<file path="src/rtl/result_sign_decoder_pkg.sv">
// Shared definitions for the sign-magnitude decoder: FSM encoding and default width.
package result_sign_decoder_pkg;

    localparam int DATA_W_DEFAULT = 4;

    typedef enum logic [1:0] {
        ST_IDLE  = 2'd0,
        ST_SHIFT = 2'd1,
        ST_DONE  = 2'd2
    } state_t;

endpackage

</file>
<file path="src/rtl/result_sign_decoder_if.sv">
// Input and output valid/ready streams of the decoder, bundled as one interface.
interface result_sign_decoder_if #(
  parameter int N = 4
);
  logic         in_valid;
  logic         in_ready;
  logic [N-1:0] in_data;
  logic         in_cout;
  logic         out_valid;
  logic         out_ready;
  logic         out_sign;
  logic [N-1:0] out_mag;
  logic         out_err;

  // Decoder side.
  modport slave (
    input  in_valid, in_data, in_cout, out_ready,
    output in_ready, out_valid, out_sign, out_mag, out_err
  );

  // Producer/consumer side.
  modport master (
    output in_valid, in_data, in_cout, out_ready,
    input  in_ready, out_valid, out_sign, out_mag, out_err
  );
endinterface

</file>
<file path="src/rtl/result_sign_decoder_serial_negate_cell.sv">
// One bit of a serial two's-complement negator: copy bits up to the first 1, invert after it.
module serial_negate_cell (
  input  logic b,
  input  logic neg,
  input  logic seen_one,
  output logic o,
  output logic seen_one_next
);
  assign o             = neg ? (b ^ seen_one) : b;
  assign seen_one_next = seen_one | b;
endmodule

</file>
<file path="src/rtl/result_sign_decoder.sv">
// Converts subtractor result/carry into sign-magnitude, one bit per clock, LSB first.
module result_sign_decoder
  import result_sign_decoder_pkg::*;
#(
  parameter int N = DATA_W_DEFAULT
) (
  input logic                  clk,
  input logic                  rst,
  result_sign_decoder_if.slave bus
);
  localparam int             CNT_W    = (N > 2) ? $clog2(N) : 1;
  localparam logic [CNT_W-1:0] LAST_CNT = CNT_W'(N - 1);

  state_t           state_reg;
  logic [N-1:0]     shift_reg;
  logic [N-1:0]     acc_reg;
  logic [CNT_W-1:0] cnt_reg;
  logic             seen_one_reg;
  logic             neg_reg;
  logic             sign_reg;
  logic             err_reg;
  logic             out_valid_reg;
  logic             in_ready_reg;

  logic             cell_o;
  logic             seen_one_next;

  serial_negate_cell u_cell (
    .b             (shift_reg[0]),
    .neg           (neg_reg),
    .seen_one      (seen_one_reg),
    .o             (cell_o),
    .seen_one_next (seen_one_next)
  );

  always_ff @(posedge clk or posedge rst) begin
    if (rst) begin
      state_reg     <= ST_IDLE;
      shift_reg     <= '0;
      acc_reg       <= '0;
      cnt_reg       <= '0;
      seen_one_reg  <= 1'b0;
      neg_reg       <= 1'b0;
      sign_reg      <= 1'b0;
      err_reg       <= 1'b0;
      out_valid_reg <= 1'b0;
      in_ready_reg  <= 1'b1;
    end else begin
      case (state_reg)
        ST_IDLE: begin
          if (bus.in_valid && in_ready_reg) begin
            shift_reg    <= bus.in_data;
            neg_reg      <= ~bus.in_cout;
            sign_reg     <= ~bus.in_cout;
            // A borrow with a zero result would need magnitude 2^N.
            err_reg      <= ~bus.in_cout & (bus.in_data == '0);
            cnt_reg      <= '0;
            seen_one_reg <= 1'b0;
            acc_reg      <= '0;
            in_ready_reg <= 1'b0;
            state_reg    <= ST_SHIFT;
          end
        end
        ST_SHIFT: begin
          // Bits enter at the MSB so the first (LSB) bit ends at acc_reg[0] after N shifts.
          shift_reg    <= {1'b0, shift_reg[N-1:1]};
          acc_reg      <= {cell_o, acc_reg[N-1:1]};
          seen_one_reg <= seen_one_next;
          cnt_reg      <= cnt_reg + CNT_W'(1);
          if (cnt_reg == LAST_CNT) begin
            out_valid_reg <= 1'b1;
            state_reg     <= ST_DONE;
          end
        end
        ST_DONE: begin
          if (bus.out_ready) begin
            out_valid_reg <= 1'b0;
            in_ready_reg  <= 1'b1;
            state_reg     <= ST_IDLE;
          end
        end
        default: begin
          out_valid_reg <= 1'b0;
          in_ready_reg  <= 1'b1;
          state_reg     <= ST_IDLE;
        end
      endcase
    end
  end

  assign bus.in_ready  = in_ready_reg;
  assign bus.out_valid = out_valid_reg;
  assign bus.out_sign  = sign_reg;
  assign bus.out_mag   = acc_reg;
  assign bus.out_err   = err_reg;
endmodule
</file>
<file path="src/flat_wrapper.sv">
// flat-port wrapper written by rule: the top's interface ports become plain ports
module result_sign_decoder_flat import result_sign_decoder_pkg::*;
#(
  parameter int N = DATA_W_DEFAULT
)
  (clk, rst, bus_in_valid, bus_in_data, bus_in_cout, bus_out_ready, bus_in_ready, bus_out_valid, bus_out_sign, bus_out_mag, bus_out_err);
  result_sign_decoder_if #(.N(N)) bus_i ();
  input logic clk;
  input logic rst;
  input wire logic [$bits(bus_i.in_valid)-1:0] bus_in_valid;
  input wire logic [$bits(bus_i.in_data)-1:0] bus_in_data;
  input wire logic [$bits(bus_i.in_cout)-1:0] bus_in_cout;
  input wire logic [$bits(bus_i.out_ready)-1:0] bus_out_ready;
  output wire logic [$bits(bus_i.in_ready)-1:0] bus_in_ready;
  output wire logic [$bits(bus_i.out_valid)-1:0] bus_out_valid;
  output wire logic [$bits(bus_i.out_sign)-1:0] bus_out_sign;
  output wire logic [$bits(bus_i.out_mag)-1:0] bus_out_mag;
  output wire logic [$bits(bus_i.out_err)-1:0] bus_out_err;
  assign bus_i.in_valid = bus_in_valid;
  assign bus_i.in_data = bus_in_data;
  assign bus_i.in_cout = bus_in_cout;
  assign bus_i.out_ready = bus_out_ready;
  assign bus_in_ready = bus_i.in_ready;
  assign bus_out_valid = bus_i.out_valid;
  assign bus_out_sign = bus_i.out_sign;
  assign bus_out_mag = bus_i.out_mag;
  assign bus_out_err = bus_i.out_err;
  result_sign_decoder #(.N(N)) u_core (.clk(clk), .rst(rst), .bus(bus_i));
endmodule
</file>
<file path="config.mk">
export PLATFORM = sky130hd
export DESIGN_NAME = result_sign_decoder_flat
export DESIGN_NICKNAME = d
export VERILOG_FILES = /design/src/rtl/result_sign_decoder_pkg.sv /design/src/rtl/result_sign_decoder_if.sv /design/src/rtl/result_sign_decoder_serial_negate_cell.sv /design/src/rtl/result_sign_decoder.sv /design/src/flat_wrapper.sv
export SDC_FILE = /design/constraint.sdc
export NUM_CORES = 1
export LEC_CHECK = 0
export CORE_MARGIN = 5
export CORE_UTILIZATION = 52
export DETAILED_ROUTE_END_ITERATION = 8
export PLACE_DENSITY = 0.81
export SYNTH_ARGS = -nofsm -noshare
export SYNTH_HDL_FRONTEND = slang
export SYNTH_HIERARCHICAL = 1
export SYNTH_SLANG_ARGS = --single-unit
</file>
<file path="constraint.sdc">
create_clock -name clk -period 2.2 [get_ports clk]
set_input_delay 0.44 -clock clk [delete_from_list [all_inputs] [get_ports clk]]
set_output_delay 0.44 -clock clk [all_outputs]
set_load 0.005 [all_outputs]
</file>
==> metrics.md, run 1 <==
| Metric | Value |
|---|---|
| HPWL after DPL | `1.056 mm` |
| Starting Density | `53.61%` |
| Final wirelength | `1.361 mm` |
| Final setup viols | `0` |
| Drt drc | `0` |
| Final Util | `65.63%` |
| Number of diodes | `0` |
| Fin area | `977.2 um^2` |
| Number of port buffers | `16` |
| Initial antenna violation count | `0` |
| Power Dens Cells | `1312 mW/mm^2` |
| Drt first pass iters | `4` |
| Initial DRC Count | `6` |
| Global Route Usage Sum | `12.75%` |
| Die ar. | `0.002419 mm^2` |
| Delay-heaviest family, CP | `flip-flops` |
| Design Power | `1.282 mW` |
| Core footprint | `0.001489 mm^2` |
| H-tree Lvls | `1` |
| GR Overflow Total | `0` |
| Core Rows | `14` |
| Via/cell ratio | `5.374` |
| Post-Syn Area | `798.3 um^2` |
| Max stage delay cell, worst path | `dfstp_2` |
| GRT met2 Usage | `18.03%` |
| Clock Tree Root | `clkbuf_4` |
| WP buf/inv | `1` |
| Worst Max-Slew Pin Slew | `0.6196 ns` |
| Non-Filler Instances | `99` |
| Switching power | `0.4044 mW` |
| Setup ws final | `0.3894 ns` |
| Number of global-route vias before repair | `534` |
| Clk pwr share | `12.5%` |
| Switching Fraction | `31.54%` |
| Sink Count | `17` |
| Hold slack | `0.5112 ns` |
| Crit path max fanout | `6` |
| Clock Skews | `0.002234 ns` |
| Clk slew on worst S/H paths | `0.09 ns` |
| Static leakage | `0.4447 nW` |
| Combinational power share | `43.7%` |
| Slew headroom | `58.65%` |
| Post-Syn Nets | `77` |
| Postcts setup bufs | `0` |
| Critical Path AT | `1.37 ns` |
| Hold Violations, Final | `0` |
| Total negative slack | `0 ns` |
| Antenna Violating Nets Remaining | `0` |
| Worst hold-check path type | `reg2reg` |
| CP Class | `reg2out` |
| Vias | `532` |
| Synth Warn # | `6` |
| Outcome | `completed` |
| Syn Area/Cell | `12.09 um^2` |
| Wire length of the first global-routing pass | `2.449 mm` |
| Final worst path period need | `1.811 ns` |
| Die height | `49.18 um` |
| Share of power burned in registers | `43.8%` |
| Layout Nets | `95` |
| Layout cells sized above 1 | `18.07%` |
| Hold-fix buffers, CTS | `0` |
| CP startpoint kind | `flop` |
| Placer Congestion | `0.7021` |
| DP Area | `950.9 um^2` |
| Cells after synthesis | `66` |
| Io pins | `17` |
| Unrepaired setup endpoints after global routing | `false` |
| CTS tree | `yes` |
| GR peak layer | `met1` |
| Longest Clk Path Bufs | `2` |
| Synth cell types | `19` |
| Flops & latches, synth | `17` |
| Fin. max-slew vios | `0` |
| Crit-path cells | `clkdlybuf4s50_1` |
| Inserted Clock Buffers | `3` |
| M1 GR Usage | `18.15%` |
| Worst EP required | `1.76 ns` |
| Worst Setup End Kind | `output pin` |
| Worst vdd ir | `0.0007334 V` |
| Horiz. Die Dim | `49.18 um` |
| Highest clock rate | `552.3 MHz` |
| Crit share post-route | `82.30%` |
| Pin count of the biggest net entering global routing | `18` |
| Largest stage delay, worst path | `0.58 ns` |
| Post-CTS sizing | `0` |
| Seq/Total Area, Yosys | `53.45%` |
| Layout fillers | `114` |
| Worst slack at placement | `0.3254 ns` |
| Placed cells | `95` |
| Avg WL per Cell | `13.75 um` |
| Synth-to-Final Area Change | `22.41%` |
| MaxCap Viol Count | `0` |
| Clk Latency, worst-skew pair | `0.28 ns` |
| Int Pwr | `0.8778 mW` |
| Met3 GRT Util | `2.446%` |
-- synth_stat cells, drive strengths merged --
cell	n	area share (%)
nor2b	1	1.7
ha	2	3.1
nor2	5	2.4
or2	1	0.78
nand2	4	1.9
and4bb	1	1.6
inv	5	2.4
dfstp	1	3.3
nand2b	1	0.78
nor3	2	1.3
buf	3	3.4
mux2	9	15
dfrtp	16	50
a21oi	4	2.5
o21ai	3	1.9
a22o	7	7.7
nand3	1	0.63
-- worst paths after layout --
path	end	start	depth (start not counted)	slack, ns
setup / recovery	bus_in_ready	u_core/bus.in_ready	1	0.39
hold / removal	u_core/bus.out_mag[0]	u_core/bus.out_mag[0]	1	0.51
setup reg to reg	u_core/shift_reg[2]	u_core/state_reg[0]	3	0.66
hold reg to reg	u_core/bus.out_mag[0]	u_core/bus.out_mag[0]	1	0.51
max in group asynchronous	u_core/seen_one_reg	rst	2	1.26
min in group asynchronous	u_core/cnt_reg[0]	rst	2	0.54
-- cells in the final DEF, fill, tap and decap left out, drive strengths merged --
cell type and count:
ha 2, inv 5, nor2b 1, nand3 1, o21ai 3, mux2 9, nor3 2, and4bb 1
nor2 5, a22o 7, nand2b 1, or2 1, nand2 4, dfstp 1, clkbuf 4, clkdlybuf4s50 16
dfrtp 16, a21oi 4
-- logic make-up after synthesis --
group | synth area share (%)
buffers and inverters | 5.799
DFF | 53.45
and+or+nand+nor | 10.97
AOI/OAI and AO/OA | 12.07
adders and majority gates | 3.134
muxes | 14.58
-- final cells by class --
cell class	instances	area, um^2	area share [%]
Sequential cell	17	426.7	43.66
Multi-Input combinational cell	41	325.3	33.29
Tap cell	16	20.02	2.049
Inverter	5	18.77	1.921
Timing Repair Buffer	16	160.2	16.39
Clock buffer	4	26.28	2.689
-- power by group through the flow --
stage          combinational, mW  clock, mW  sequential (mW)
2_1_floorplan              0.436          0            0.535
3_3_place_gp               0.543          0            0.560
3_5_place_dp               0.563          0            0.568
4_1_cts                    0.566      0.166            0.563
5_1_grt                    0.618      0.183            0.587
6_report                   0.560      0.160            0.562
-- layer usage --
layer,share of wire [%],wire length (um)
met1,45,606
met2,50,682
met3,3.7,50
met4,1.5,21
met5,0,0
(Power assumes the default switching activity.)
==> run 2, diff against run 1 <==
Settings changed: CORE_UTILIZATION 52 to 43, PLACE_DENSITY 0.81 to 0.72.
Clock period 2.2 ns to 1.5 ns, I/O delays scaled along.
==> metrics.md, run 2 (synthesized netlist as in run 1, its figures left out) <==
| Metric | Value |
|---|---|
| Sink Count | `17 (unchanged)` |
| Worst hold-check path type | `in2async` |
| Most frequent cells in the layout | `dfrtp_1, buf_4, clkdlybuf4s50_1, a22o_1` |
| FF-to-FF setup slack | `0.08 ns (-0.58 ns)` |
| Die height | `53.09 um (+7.9%)` |
| Clock Skews | `0.002842 ns (+0.0006075 ns)` |
| Drt drc | `0 (unchanged)` |
| Final wirelength | `1.527 mm (+12%)` |
| Core footprint | `0.001745 mm^2 (+17%)` |
| CP Class | `reg2out` |
| Number of global-route vias before repair | `595 (+11%)` |
| Layout cells sized above 1 | `28.72% (+11 points)` |
| Layout fillers | `146 (+28%)` |
| CTS tree | `yes` |
| Register-to-Register Path Depth | `5 (+2)` |
| H-tree Lvls | `1 (unchanged)` |
| Die ar. | `0.002818 mm^2 (+17%)` |
| Initial antenna violation count | `0 (unchanged)` |
| Clk Latency, worst-skew pair | `0.28 ns (about the same)` |
| Largest stage delay, worst path | `0.50 ns (-0.08 ns)` |
| Initial DRC Count | `7 (+1)` |
| Hold Violations, Final | `0 (unchanged)` |
| Number of port buffers | `16 (unchanged)` |
| DP Area | `0.001007 mm^2 (+5.9%)` |
| Inserted Clock Buffers | `3 (unchanged)` |
| Clk slew on worst S/H paths | `0.09 ns (about the same)` |
| Crit-path cells | `clkdlybuf4s50_1` |
| Unrepaired setup endpoints after global routing | `false` |
| Antenna Violating Nets Remaining | `0 (unchanged)` |
| Global Route Usage Sum | `13.29% (+0.54 points)` |
| Worst Max-Slew Pin Slew | `0.2146 ns (-0.4050 ns)` |
| Io pins | `17 (unchanged)` |
| Worst EP required | `1.20 ns (-0.56 ns)` |
| Via/cell ratio | `4.773 (-11%)` |
| Hold-fix buffers, CTS | `0 (unchanged)` |
| Crit path max fanout | `2 (-4)` |
| Number of diodes | `0 (unchanged)` |
| Crit share post-route | `96.19%` |
| Static leakage | `0.5706 nW (+28%)` |
| Longest Clk Path Bufs | `2 (unchanged)` |
| Avg WL per Cell | `12.83 um (-6.7%)` |
| Highest clock rate | `693.1 MHz` |
| Horiz. Die Dim | `53.09 um (+7.9%)` |
| Outcome | `completed` |
| Max stage delay cell, worst path | `clkdlybuf4s50_1` |
| Delay-heaviest family, CP | `buffers and inverters` |
| Hold slack | `0.3150 ns (-0.1962 ns)` |
| R2R Path Start | `u_core/bus.in_ready` |
| Synth-to-Final Area Change | `35.89%` |
| Placed cells | `110 (+16%)` |
| Design Power | `2.021 mW (+58%)` |
| Worst vdd ir | `0.001072 V (+46%)` |
| Wire length of the first global-routing pass | `2.642 mm (+7.9%)` |
| Fin. max-slew vios | `0 (unchanged)` |
| Starting Density | `45.73% (-7.9 points)` |
| Core Rows | `15 (+1)` |
| Non-Filler Instances | `119 (+20%)` |
| Placer Congestion | `0.7189 (+2.4%)` |
| Commonest non-fill, non-tap cell in the layout | `dfrtp_1` |
| WP buf/inv | `1 (unchanged)` |
| Critical Path AT | `1.14 ns (-0.23 ns)` |
| Reg2reg end | `u_core/bus.out_mag[3]` |
| Drt first pass iters | `2 (-2)` |
| Clock Tree Root | `clkbuf_4` |
| Total negative slack | `0 ns (unchanged)` |
| Final setup viols | `0 (unchanged)` |
| CP startpoint kind | `flop` |
| Fin area | `0.001085 mm^2 (+11%)` |
| GR Overflow Total | `0 (unchanged)` |
| Power Dens Cells | `1863 mW/mm^2 (+42%)` |
| Pin count of the biggest net entering global routing | `18 (unchanged)` |
| MaxCap Viol Count | `0 (unchanged)` |
| Worst Setup End Kind | `output pin` |
| Slew headroom | `85.70% (+27 points)` |
| HPWL after DPL | `1.169 mm (+11%)` |
| Final worst path period need | `1.443 ns` |
| Layout Nets | `106 (+12%)` |
| Vias | `568 (+6.8%)` |
==> run 2: cell types whose count changed in the layout (fill, tap and decap cells not counted) <==
cell             delta
buf_4              +11
clkdlybuf4s50_1     -6
dlygate4sd2_1       +1
dlymetal6s2s_1      +5
or2_1               -1
or2_4               +1
==> run 2: layout make-up <==
| cell class | count | area (um^2) | area share, % |
|---|---|---|---|
| sequential | 17 | 426.7 | 39.33 |
| multi-input combinational | 41 | 327.8 | 30.22 |
| timing repair buffer | 27 | 254.0 | 23.41 |
| tap | 25 | 31.28 | 2.884 |
| clock buffer | 4 | 26.28 | 2.422 |
| inverter | 5 | 18.77 | 1.730 |
==> run 2: worst min-delay path, delay by kind of cell <==
| kind | cells | cell delay [ns] |
|---|---|---|
| buffers and inverters | 3 | 0.67 |
==> run 2: repair_timing <==
| item | in CTS | in global routing |
|---|---|---|
| pin swaps | 0 | 0 |
| gates resized for setup | 2 | 5 |
| setup buffers | 3 | 2 |
| endpoints found under the setup margin | 3 | 6 |
==> run 2: worst max-delay path by stage <==
stage,startpoint,to,slack (ns),cells past startpoint
final,u_core/bus.out_mag[0],bus_out_mag[0],0.06,1
after global routing,u_core/bus.in_ready,u_core/bus.out_mag[3],0.007,5
after CTS,u_core/bus.out_mag[1],bus_out_mag[1],0.008,1
after detailed placement,bus_in_valid,u_core/bus.out_mag[1],-0.16,5
after global placement,bus_in_valid,u_core/bus.out_mag[2],-0.13,5
after floorplan,u_core/state_reg[0],u_core/shift_reg[0],0.12,5
==> run 2: report_power, final <==
group | leakage (nW) | internal (mW) | total [mW] | switching (mW)
combinational | 0.347 | 0.630 | 0.988 | 0.358
sequential | 0.209 | 0.660 | 0.795 | 0.135
clock | 0.0150 | 0.103 | 0.237 | 0.134
==> run 2: metal layers <==
layer  routed length, um  vias to the layer above  track usage, %
met2                 770                        8           22.11
met3                  40                        2           2.817
li1                    -                      286               -
met1                 702                      272           16.19
met4                  13                        0           6.383
met5                   0                        -               0
==> run 2: through the flow <==
stage                     util (%)  setup slack (ns)
final                        62.15           0.05721
after global routing         62.15          0.006656
after CTS                    60.57          0.007950
after detailed placement     57.71           -0.1601
after global placement       57.71           -0.1303
after floorplan                  -            0.1202
